`config.mk`:
```
export PLATFORM = sky130hd
export DESIGN_NAME = multiplier_seq
export DESIGN_NICKNAME = d
export VERILOG_FILES = /design/src/rtl/multiplier_seq.sv
export SDC_FILE = /design/constraint.sdc
export NUM_CORES = 1
export LEC_CHECK = 0
export BUFFER_PORTS_ARGS = -buffer_cell sky130_fd_sc_hd__buf_2
export CAP_MARGIN = 20
export CORE_ASPECT_RATIO = 1.1
export CORE_MARGIN = 2
export CORE_UTILIZATION = 45
export DETAILED_ROUTE_END_ITERATION = 10
export GPL_TIMING_DRIVEN = 0
export PLACE_DENSITY_LB_ADDON = 0.15
export SLEW_MARGIN = 0
export SYNTH_ARGS = -nofsm -noshare
export SYNTH_HDL_FRONTEND = slang
export SYNTH_SLANG_ARGS = --single-unit
```
`constraint.sdc`:
```
create_clock -name clk_i -period 6.6 [get_ports clk_i]
set_clock_uncertainty 0.1 [all_clocks]
set_input_delay 1.32 -clock clk_i [delete_from_list [all_inputs] [get_ports clk_i]]
set_output_delay 1.32 -clock clk_i [all_outputs]
set_load 0.05 [all_outputs]
```
`src/rtl/multiplier_seq.sv`:
```
// Sequential shift-add multiplier for RV32M MUL/MULH/MULHSU/MULHU.
// One multiplier bit per cycle over magnitudes, sign fixed up in a final cycle.
module multiplier_seq #(
  parameter int WIDTH = 32
) (
  input  logic                 clk_i,
  input  logic                 rst_i,
  input  logic                 start_i,
  input  logic [1:0]           op_i,
  input  logic [WIDTH-1:0]     multiplicand_i,
  input  logic [WIDTH-1:0]     multiplier_i,
  output logic [2*WIDTH-1:0]   product_o,
  output logic [WIDTH-1:0]     result_o,
  output logic                 busy_o,
  output logic                 done_o
);

  localparam int CNT_W = (WIDTH > 1) ? $clog2(WIDTH) : 1;

  localparam logic [1:0] OP_MUL    = 2'b00;
  localparam logic [1:0] OP_MULH   = 2'b01;
  localparam logic [1:0] OP_MULHSU = 2'b10;

  typedef enum logic [1:0] {
    IDLE = 2'd0,
    CALC = 2'd1,
    FIX  = 2'd2
  } state_e;

  state_e                 state_q, state_d;
  logic [CNT_W-1:0]       cnt_q, cnt_d;
  logic [2*WIDTH:0]       acc_q, acc_d;
  logic [WIDTH-1:0]       mcand_q, mcand_d;
  logic [1:0]             op_q, op_d;
  logic                   neg_q, neg_d;
  logic [2*WIDTH-1:0]     product_q, product_d;
  logic [WIDTH-1:0]       result_q, result_d;
  logic                   done_q, done_d;

  logic                   a_neg, b_neg;
  logic [WIDTH-1:0]       a_mag, b_mag;
  logic [WIDTH:0]         add_sum;
  logic [2*WIDTH-1:0]     prod_fix;

  // Magnitude of the most negative value wraps to itself, which is the
  // correct unsigned magnitude 2^(WIDTH-1).
  assign a_neg = ((op_i == OP_MULH) || (op_i == OP_MULHSU)) && multiplicand_i[WIDTH-1];
  assign b_neg = (op_i == OP_MULH) && multiplier_i[WIDTH-1];
  assign a_mag = a_neg ? -multiplicand_i : multiplicand_i;
  assign b_mag = b_neg ? -multiplier_i : multiplier_i;

  assign add_sum  = {1'b0, acc_q[2*WIDTH-1:WIDTH]} + {1'b0, mcand_q};
  assign prod_fix = neg_q ? -acc_q[2*WIDTH-1:0] : acc_q[2*WIDTH-1:0];

  // NOTE: every *_d gets a default first so no path leaves a latch behind.
  always_comb begin
    state_d   = state_q;
    cnt_d     = cnt_q;
    acc_d     = acc_q;
    mcand_d   = mcand_q;
    op_d      = op_q;
    neg_d     = neg_q;
    product_d = product_q;
    result_d  = result_q;
    done_d    = 1'b0;

    unique case (state_q)
      IDLE: begin
        if (start_i) begin
          state_d = CALC;
          cnt_d   = CNT_W'(WIDTH - 1);
          acc_d   = {{(WIDTH+1){1'b0}}, b_mag};
          mcand_d = a_mag;
          op_d    = op_i;
          neg_d   = a_neg ^ b_neg;
        end
      end
      CALC: begin
        // Multiplier bits drain out of the low half while the product
        // grows in from the top, carry kept in the extra MSB.
        acc_d = acc_q[0] ? ({add_sum, acc_q[WIDTH-1:0]} >> 1) : (acc_q >> 1);
        cnt_d = cnt_q - CNT_W'(1);
        if (cnt_q == '0) state_d = FIX;
      end
      FIX: begin
        product_d = prod_fix;
        result_d  = (op_q == OP_MUL) ? prod_fix[WIDTH-1:0] : prod_fix[2*WIDTH-1:WIDTH];
        done_d    = 1'b1;
        state_d   = IDLE;
      end
      default: state_d = IDLE;
    endcase
  end

  // NOTE: sequential state uses non-blocking assignments only.
  always_ff @(posedge clk_i or posedge rst_i) begin
    if (rst_i) begin
      state_q   <= IDLE;
      cnt_q     <= '0;
      acc_q     <= '0;
      mcand_q   <= '0;
      op_q      <= '0;
      neg_q     <= 1'b0;
      product_q <= '0;
      result_q  <= '0;
      done_q    <= 1'b0;
    end else begin
      state_q   <= state_d;
      cnt_q     <= cnt_d;
      acc_q     <= acc_d;
      mcand_q   <= mcand_d;
      op_q      <= op_d;
      neg_q     <= neg_d;
      product_q <= product_d;
      result_q  <= result_d;
      done_q    <= done_d;
    end
  end

  assign product_o = product_q;
  assign result_o  = result_q;
  assign busy_o    = (state_q != IDLE);
  assign done_o    = done_q;

endmodule
```
==> results of run 1 <==
==> per-stage QoR <==
stage / area (sq um) / power [uW]
after detailed placement: 14120 / 5727
final: 14900 / 7097
after global routing: 14900 / 7570
after CTS: 14900 / 7051
after global placement: 14010 / 5678
after floorplan: 12730 / 4553
==> layer usage <==
layer,GRT usage,vias to the layer above,part of all wire
met5,0,-,0
met4,0.1175,0,0.044
met3,0.03061,81,0.061
met2,0.4403,462,0.46
met1,0.3789,5701,0.44
li1,-,5760,-
==> where the power goes <==
| part | total [uW] | leakage (uW) | switching, uW | internal [uW] |
|---|---|---|---|---|
| Combinational | 3720 | 0.00368 | 2410 | 1310 |
| Sequential | 2060 | 0.00242 | 452 | 1610 |
| Clock | 1320 | 0.000380 | 521 | 797 |
| Total | 7100 | 0.00648 | 3390 | 3710 |
==> final cells by class <==
| cell class | instances | area [sq um] | area share |
|---|---|---|---|
| flip-flops and latches | 203 | 5080 | 0.3409 |
| well taps | 363 | 454.2 | 0.03048 |
| clock buffers | 33 | 643.1 | 0.04316 |
| plain buffers | 98 | 441.7 | 0.02964 |
| repair buffers | 172 | 942.2 | 0.06322 |
| inverters | 29 | 112.6 | 0.007557 |
| clock inverters | 9 | 131.4 | 0.008816 |
| multi-input cells | 1169 | 7097 | 0.4762 |
==> tightest hold or removal path: stages (launching register included) <==
cell	delay (ns)
dfrtp_1	0.34
nand2_1	0.05
nand2_1	0.04
==> kinds of logic after synthesis <==
logic type,after synthesis,share of synthesized area
XOR/XNOR,149,0.1025
buffers and inverters,127,0.04326
AO/OA/AOI/OAI,486,0.2307
AND/OR/NAND/NOR,482,0.1752
flip-flops,203,0.3991
multiplexers,13,0.01022
adder cells (fa/ha/maj),39,0.03893
==> sequential cells by signal, summed over array words and instances, names as in the netlist <==
| register | cells |
|---|---|
| result_o | 32 |
| acc_q | 64 |
| product_o | 64 |
| done_o | 1 |
| op_q | 2 |
| mcand_q | 32 |
| state_q | 2 |
| neg_q | 1 |
| cnt_q | 5 |
==> placed cells by master (no fill, tap or decap), types with 11 or more instances in the layout <==
cell         n
nand2_1    233
dfrtp_1    203
o21ai_0    200
buf_2      172
nor2_1      93
a21oi_1     92
xnor2_1     81
clkbuf_1    80
xor2_1      68
a22oi_1     38
ha_1        38
o31ai_1     30
inv_1       26
nor3_1      24
clkbuf_16   23
or3_1       19
a31oi_1     19
nand3_1     19
o22ai_1     16
nand4_1     14
a21o_1      13
mux2i_1     13
nand2b_1    12
o41ai_1     11
==> worst paths after layout <==
| kind | endpoint | slack (ns) | cells after the start |
|---|---|---|---|
| max | result_o[4] | 2.21 | 10 |
| min | result_o[12] | 0.36 | 2 |
| max reg2reg | result_o[4] | 2.21 | 10 |
| min reg2reg | result_o[12] | 0.36 | 2 |
| max in group asynchronous | acc_q[22] | 4.83 | 4 |
| min in group asynchronous | product_o[23] | 0.73 | 2 |
==> impl_metrics.env, run 1 <==
export IMPL_synthTopCellsByCount="nand2_1 (233), dfrtp_1 (203), o21ai_0 (200)"
export IMPL_async_reset_ff_frac=1.000
export IMPL_syn_area_sq_um=12730
export IMPL_htree_levels=1
export IMPL_max_freq_mhz=227.9
export IMPL_worstMarginPinSlew_ns=1.081
export IMPL_preCtsSetupSlack_ns=2.372
export IMPL_synth_area_per_cell_sq_um=8.490
export IMPL_wl_per_cell_um=19.98
export IMPL_gp_congestion=0.9018
export IMPL_cts_resized=0
export IMPL_antenna_found_initial=0
export IMPL_path_max_fanout=10
export IMPL_cts_sinks=203
export IMPL_n_antenna_cell=0
export IMPL_hold_viol=0
export IMPL_post_route_min_period_ns=4.387
export IMPL_setup_viol_count_final=0
export IMPL_areaGrowthSynthToFinish_pct=17.09
export IMPL_row_count=64
export IMPL_hold_ws_ns=0.3596
export IMPL_clock_path_buffers=3
export IMPL_num_nets_final=1804
export IMPL_drt_wl_total_um=41470
export IMPL_ys_seq_elements=203
export IMPL_yosysMostFrequentCell="nand2_1"
export IMPL_grt_max_degree=43
export IMPL_ys_warnings_count=0
export IMPL_synthTopCellsByArea="dfrtp_1 (40%), o21ai_0 (7.9%), nand2_1 (6.9%)"
export IMPL_dr_pass1_iters=5
export IMPL_cts_buffers_inserted=23
export IMPL_timing_rr_start="acc_q[0]"
export IMPL_crit_path_start_kind="flop"
export IMPL_path_delay_family="simple AND/OR/NAND/NOR gates"
export IMPL_worstSetupPathType="flop to flop"
export IMPL_dieArea_sq_um=29650
export IMPL_die_h_um=180.4
export IMPL_overflow=0
export IMPL_powerDensity_nw_per_um2=476.2
export IMPL_period_share=0.6647
export IMPL_post_route_util=0.5363
export IMPL_clk_latency_ns=0.52
export IMPL_post_cts_buffers=0
export IMPL_crit_path_end_kind="flop"
export IMPL_hold_class="flop to flop"
export IMPL_yosysUniqueCellTypes=70
export IMPL_fin_tns_setup_ns=0
export IMPL_critPathLaunch="acc_q[0]"
export IMPL_initial_core_util=0.4580
export IMPL_worstHoldStart="result_o[12]"
export IMPL_syn_instance_count=1499
export IMPL_drc=0
export IMPL_cts_root_buf="clkbuf_16"
export IMPL_n_fill_cell=2638
export IMPL_hpwl_um=32700
export IMPL_via_per_inst=5.782
export IMPL_grt_first_pass_wirelength_um=63860
export IMPL_layout_drive_gt1_share=0.1407
export IMPL_ir_worst_vdd_mv=0.2297
export IMPL_rsz0062_at_grt="no"
export IMPL_synth_enable_flop_cells=0
export IMPL_synthesis_nets=1607
export IMPL_clk_pin_slew_ns=0.06
export IMPL_cap_violations=0
export IMPL_maxSlewViolCount=0
export IMPL_first_iter_violations=871
export IMPL_crit_buf_inv=2
export IMPL_critPathMaxStageDelay_ns=0.66
export IMPL_track_usage=0.2759
export IMPL_fin_ws_ns=2.213
export IMPL_synth_yosys_seq_area_share=0.3991
export IMPL_critical_path_slowest_cell="clkbuf_1"
export IMPL_design_core_area_sq_um=27790
export IMPL_cts_hold_buf=0
export IMPL_vias=12004
export IMPL_num_io_pins=167
export IMPL_crit_chain="clkinv_1 > clkbuf_1 > ha_1 > nor4b_1 > nand4_1 > or2_2 > o41ai_1 > xnor2_1 > o21ai_0 > nand2_1"
export IMPL_crit_required_ns=6.91
export IMPL_critPathArrivalTime_ns=4.69
export IMPL_detail_route_antenna_nets=0
export IMPL_yosys_area_top_type="dfrtp_1"
export IMPL_instances_no_fill=2076
export IMPL_fp_dieW_um=164.4
export IMPL_cts_tree="yes"
export IMPL_synth_main_ff_cell="dfrtp_1"
export IMPL_p_leak_uw=0.006482
export IMPL_synth_top_cell_area_share=0.3991
export IMPL_place_inst=2033
export IMPL_status="complete, no violations"
export IMPL_max_slew_margin=0.2767
export IMPL_numPortBuffers=165
export IMPL_grt_pass1_vias=11431
No activity file was read; power rests on OpenSTA's default activity.
==> run 2, diff against run 1 <==
Clock period 6.6 ns to 3.5 ns, I/O delays scaled along.
==> run 2 against run 1 <==
Worst setup slack worse by 2.1 ns. Fmax increased by 29%. Worst hold slack worse by 0.25 ns. Register-to-register slack worse by 2.1 ns. Die area did not move.
==> impl_metrics.env, run 2 (synthesized netlist as in run 1, its figures left out) <==
export IMPL_status="complete, no violations"
export IMPL_crit_required_ns=3.76
export IMPL_clk_latency_ns=0.52
export IMPL_cap_violations=0
export IMPL_fp_dieW_um=164.4
export IMPL_p_int_uw=7022
export IMPL_htree_levels=1
export IMPL_max_slew_margin=0.2532
export IMPL_overflow=0
export IMPL_layout_commonest_cell="nand2_1"
export IMPL_p_switching_uw=6404
export IMPL_row_count=64
export IMPL_num_io_pins=167
export IMPL_crit_path_end_kind="flop"
export IMPL_dieArea_sq_um=29650
export IMPL_hpwl_um=32700
export IMPL_clock_path_buffers=3
export IMPL_dpl_cell_area_sq_um=14120
export IMPL_mostFrequentLayoutCells="nand2_1 (233), dfrtp_1 (203), o21ai_0 (199)"
export IMPL_initial_core_util=0.4580
export IMPL_detail_route_antenna_nets=0
export IMPL_netSwitchingFraction=0.4770
export IMPL_critPathArrivalTime_ns=3.68
export IMPL_first_iter_violations=898
export IMPL_antenna_found_initial=0
export IMPL_post_route_min_period_ns=3.414
export IMPL_n_antenna_cell=0
export IMPL_ir_worst_vdd_mv=0.4244
export IMPL_critPathLaunch="acc_q[39]"
export IMPL_critPathMaxStageDelay_ns=0.49
export IMPL_cpMostUsedCell="buf_6"
export IMPL_dr_pass1_iters=6
export IMPL_layout_drive_gt1_share=0.1472
export IMPL_place_inst=2033
export IMPL_cts_root_buf="clkbuf_16"
export IMPL_worstSetupPathType="flop to flop"
export IMPL_path_max_fanout=9
export IMPL_grt_pass1_vias=11380
export IMPL_instances_no_fill=2075
export IMPL_cts_buffers_inserted=23
export IMPL_n_fill_cell=2633
export IMPL_track_usage=0.2751
export IMPL_numPortBuffers=165
export IMPL_areaGrowthSynthToFinish_pct=17.79
export IMPL_hold_class="input port to async pin"
export IMPL_power_frac_clock=0.185
export IMPL_cts_sinks=203
export IMPL_design_core_area_sq_um=27790
export IMPL_rsz0062_at_grt="no"
export IMPL_grt_first_pass_wirelength_um=63740
export IMPL_maxSlewViolCount=0
export IMPL_cts_hold_buf=0
export IMPL_die_h_um=180.4
export IMPL_hold_viol=0
export IMPL_fin_area_sq_um=14990
export IMPL_vias=11971
export IMPL_powerDensity_nw_per_um2=895.5
export IMPL_period_share=0.9754
export IMPL_hold_ws_ns=0.1060
export IMPL_via_per_inst=5.769
export IMPL_drt_wl_total_um=41210
export IMPL_grt_max_degree=43
export IMPL_p_leak_uw=0.006496
export IMPL_clk_pin_slew_ns=0.06
export IMPL_drc=0
export IMPL_crit_chain="buf_6 > or3_4 > or4_4 > or4_4 > buf_6 > or2_1 > buf_6 > o41ai_4 > xor2_2 > a221oi_2"
export IMPL_gp_congestion=0.9018
export IMPL_cts_tree="yes"
export IMPL_pwr_share_comb=0.525
export IMPL_max_freq_mhz=292.9
export IMPL_crit_path_start_kind="flop"
export IMPL_critical_path_slowest_cell="or4_4"
export IMPL_setup_viol_count_final=0
export IMPL_timing_rr_start="acc_q[39]"
export IMPL_num_nets_final=1803
export IMPL_finalPower_uw=13430
export IMPL_power_frac_seq=0.290
export IMPL_worstMarginPinSlew_ns=1.116
export IMPL_wl_per_cell_um=19.86
==> run 2: power groups by stage <==
stage / Combinational, uW / Clock (uW) / Sequential [uW]
2_1_floorplan: 4740 / 0 / 3840
3_3_place_gp: 6840 / 0 / 3870
3_5_place_dp: 6910 / 0 / 3890
4_1_cts: 6940 / 2510 / 3860
5_1_grt: 7770 / 2600 / 3980
6_report: 7050 / 2480 / 3890
==> run 2: layout make-up <==
class / instances / area (sq um) / area share
plain buffers: 97 / 437.9 / 0.02921
clock buffers: 33 / 643.1 / 0.04290
clock inverters: 9 / 131.4 / 0.008763
inverters: 29 / 113.9 / 0.007595
multi-input cells: 1169 / 7187 / 0.4794
flip-flops and latches: 203 / 5080 / 0.3388
well taps: 363 / 454.2 / 0.03030
repair buffers: 172 / 944.7 / 0.06301
==> run 2: layer usage <==
metal  GRT usage  vias to the layer above  part of all wire
li1            -                     5764                 -
met1      0.3799                     5658              0.43
met2      0.4408                      468              0.46
met3     0.02877                       81             0.067
met4      0.1109                        0             0.043
met5           0                        -                 0
==> run 2: critical path, delay by kind of cell, from the launching register on <==
family                 cells  cell delay, ns
flip-flops                 1            0.42
XOR/XNOR                   1            0.30
buffers and inverters      3            0.46
AO/OA/AOI/OAI              2            0.44
AND/OR/NAND/NOR            4            1.52
==> run 2: timing repair <==
action                     in CTS  in global routing
setup endpoints to repair      43                 11
pin swaps                       1                  2
resized for setup               6                  9
setup buffers                   1                  0
==> run 2: worst paths after layout <==
path	end	slack, ns	depth (start not counted)
min in group clk_i	op_q[0]	0.29	3
max in group asynchronous	acc_q[22]	2.34	4
min	product_o[22]	0.11	2
max	result_o[28]	0.09	10
max reg2reg	result_o[28]	0.09	10
min reg2reg	result_o[12]	0.36	2
==> run 2: stage by stage <==
stage / setup slack (ns) / utilization / setup TNS, ns
after floorplan: 0.06970 / - / 0
after global placement: -1.218 / 0.5042 / -252.39
after detailed placement: -0.7279 / 0.5082 / -11.87
after CTS: 0.02404 / 0.5375 / 0
after global routing: 0.001459 / 0.5395 / 0
final: 0.08604 / 0.5395 / 0
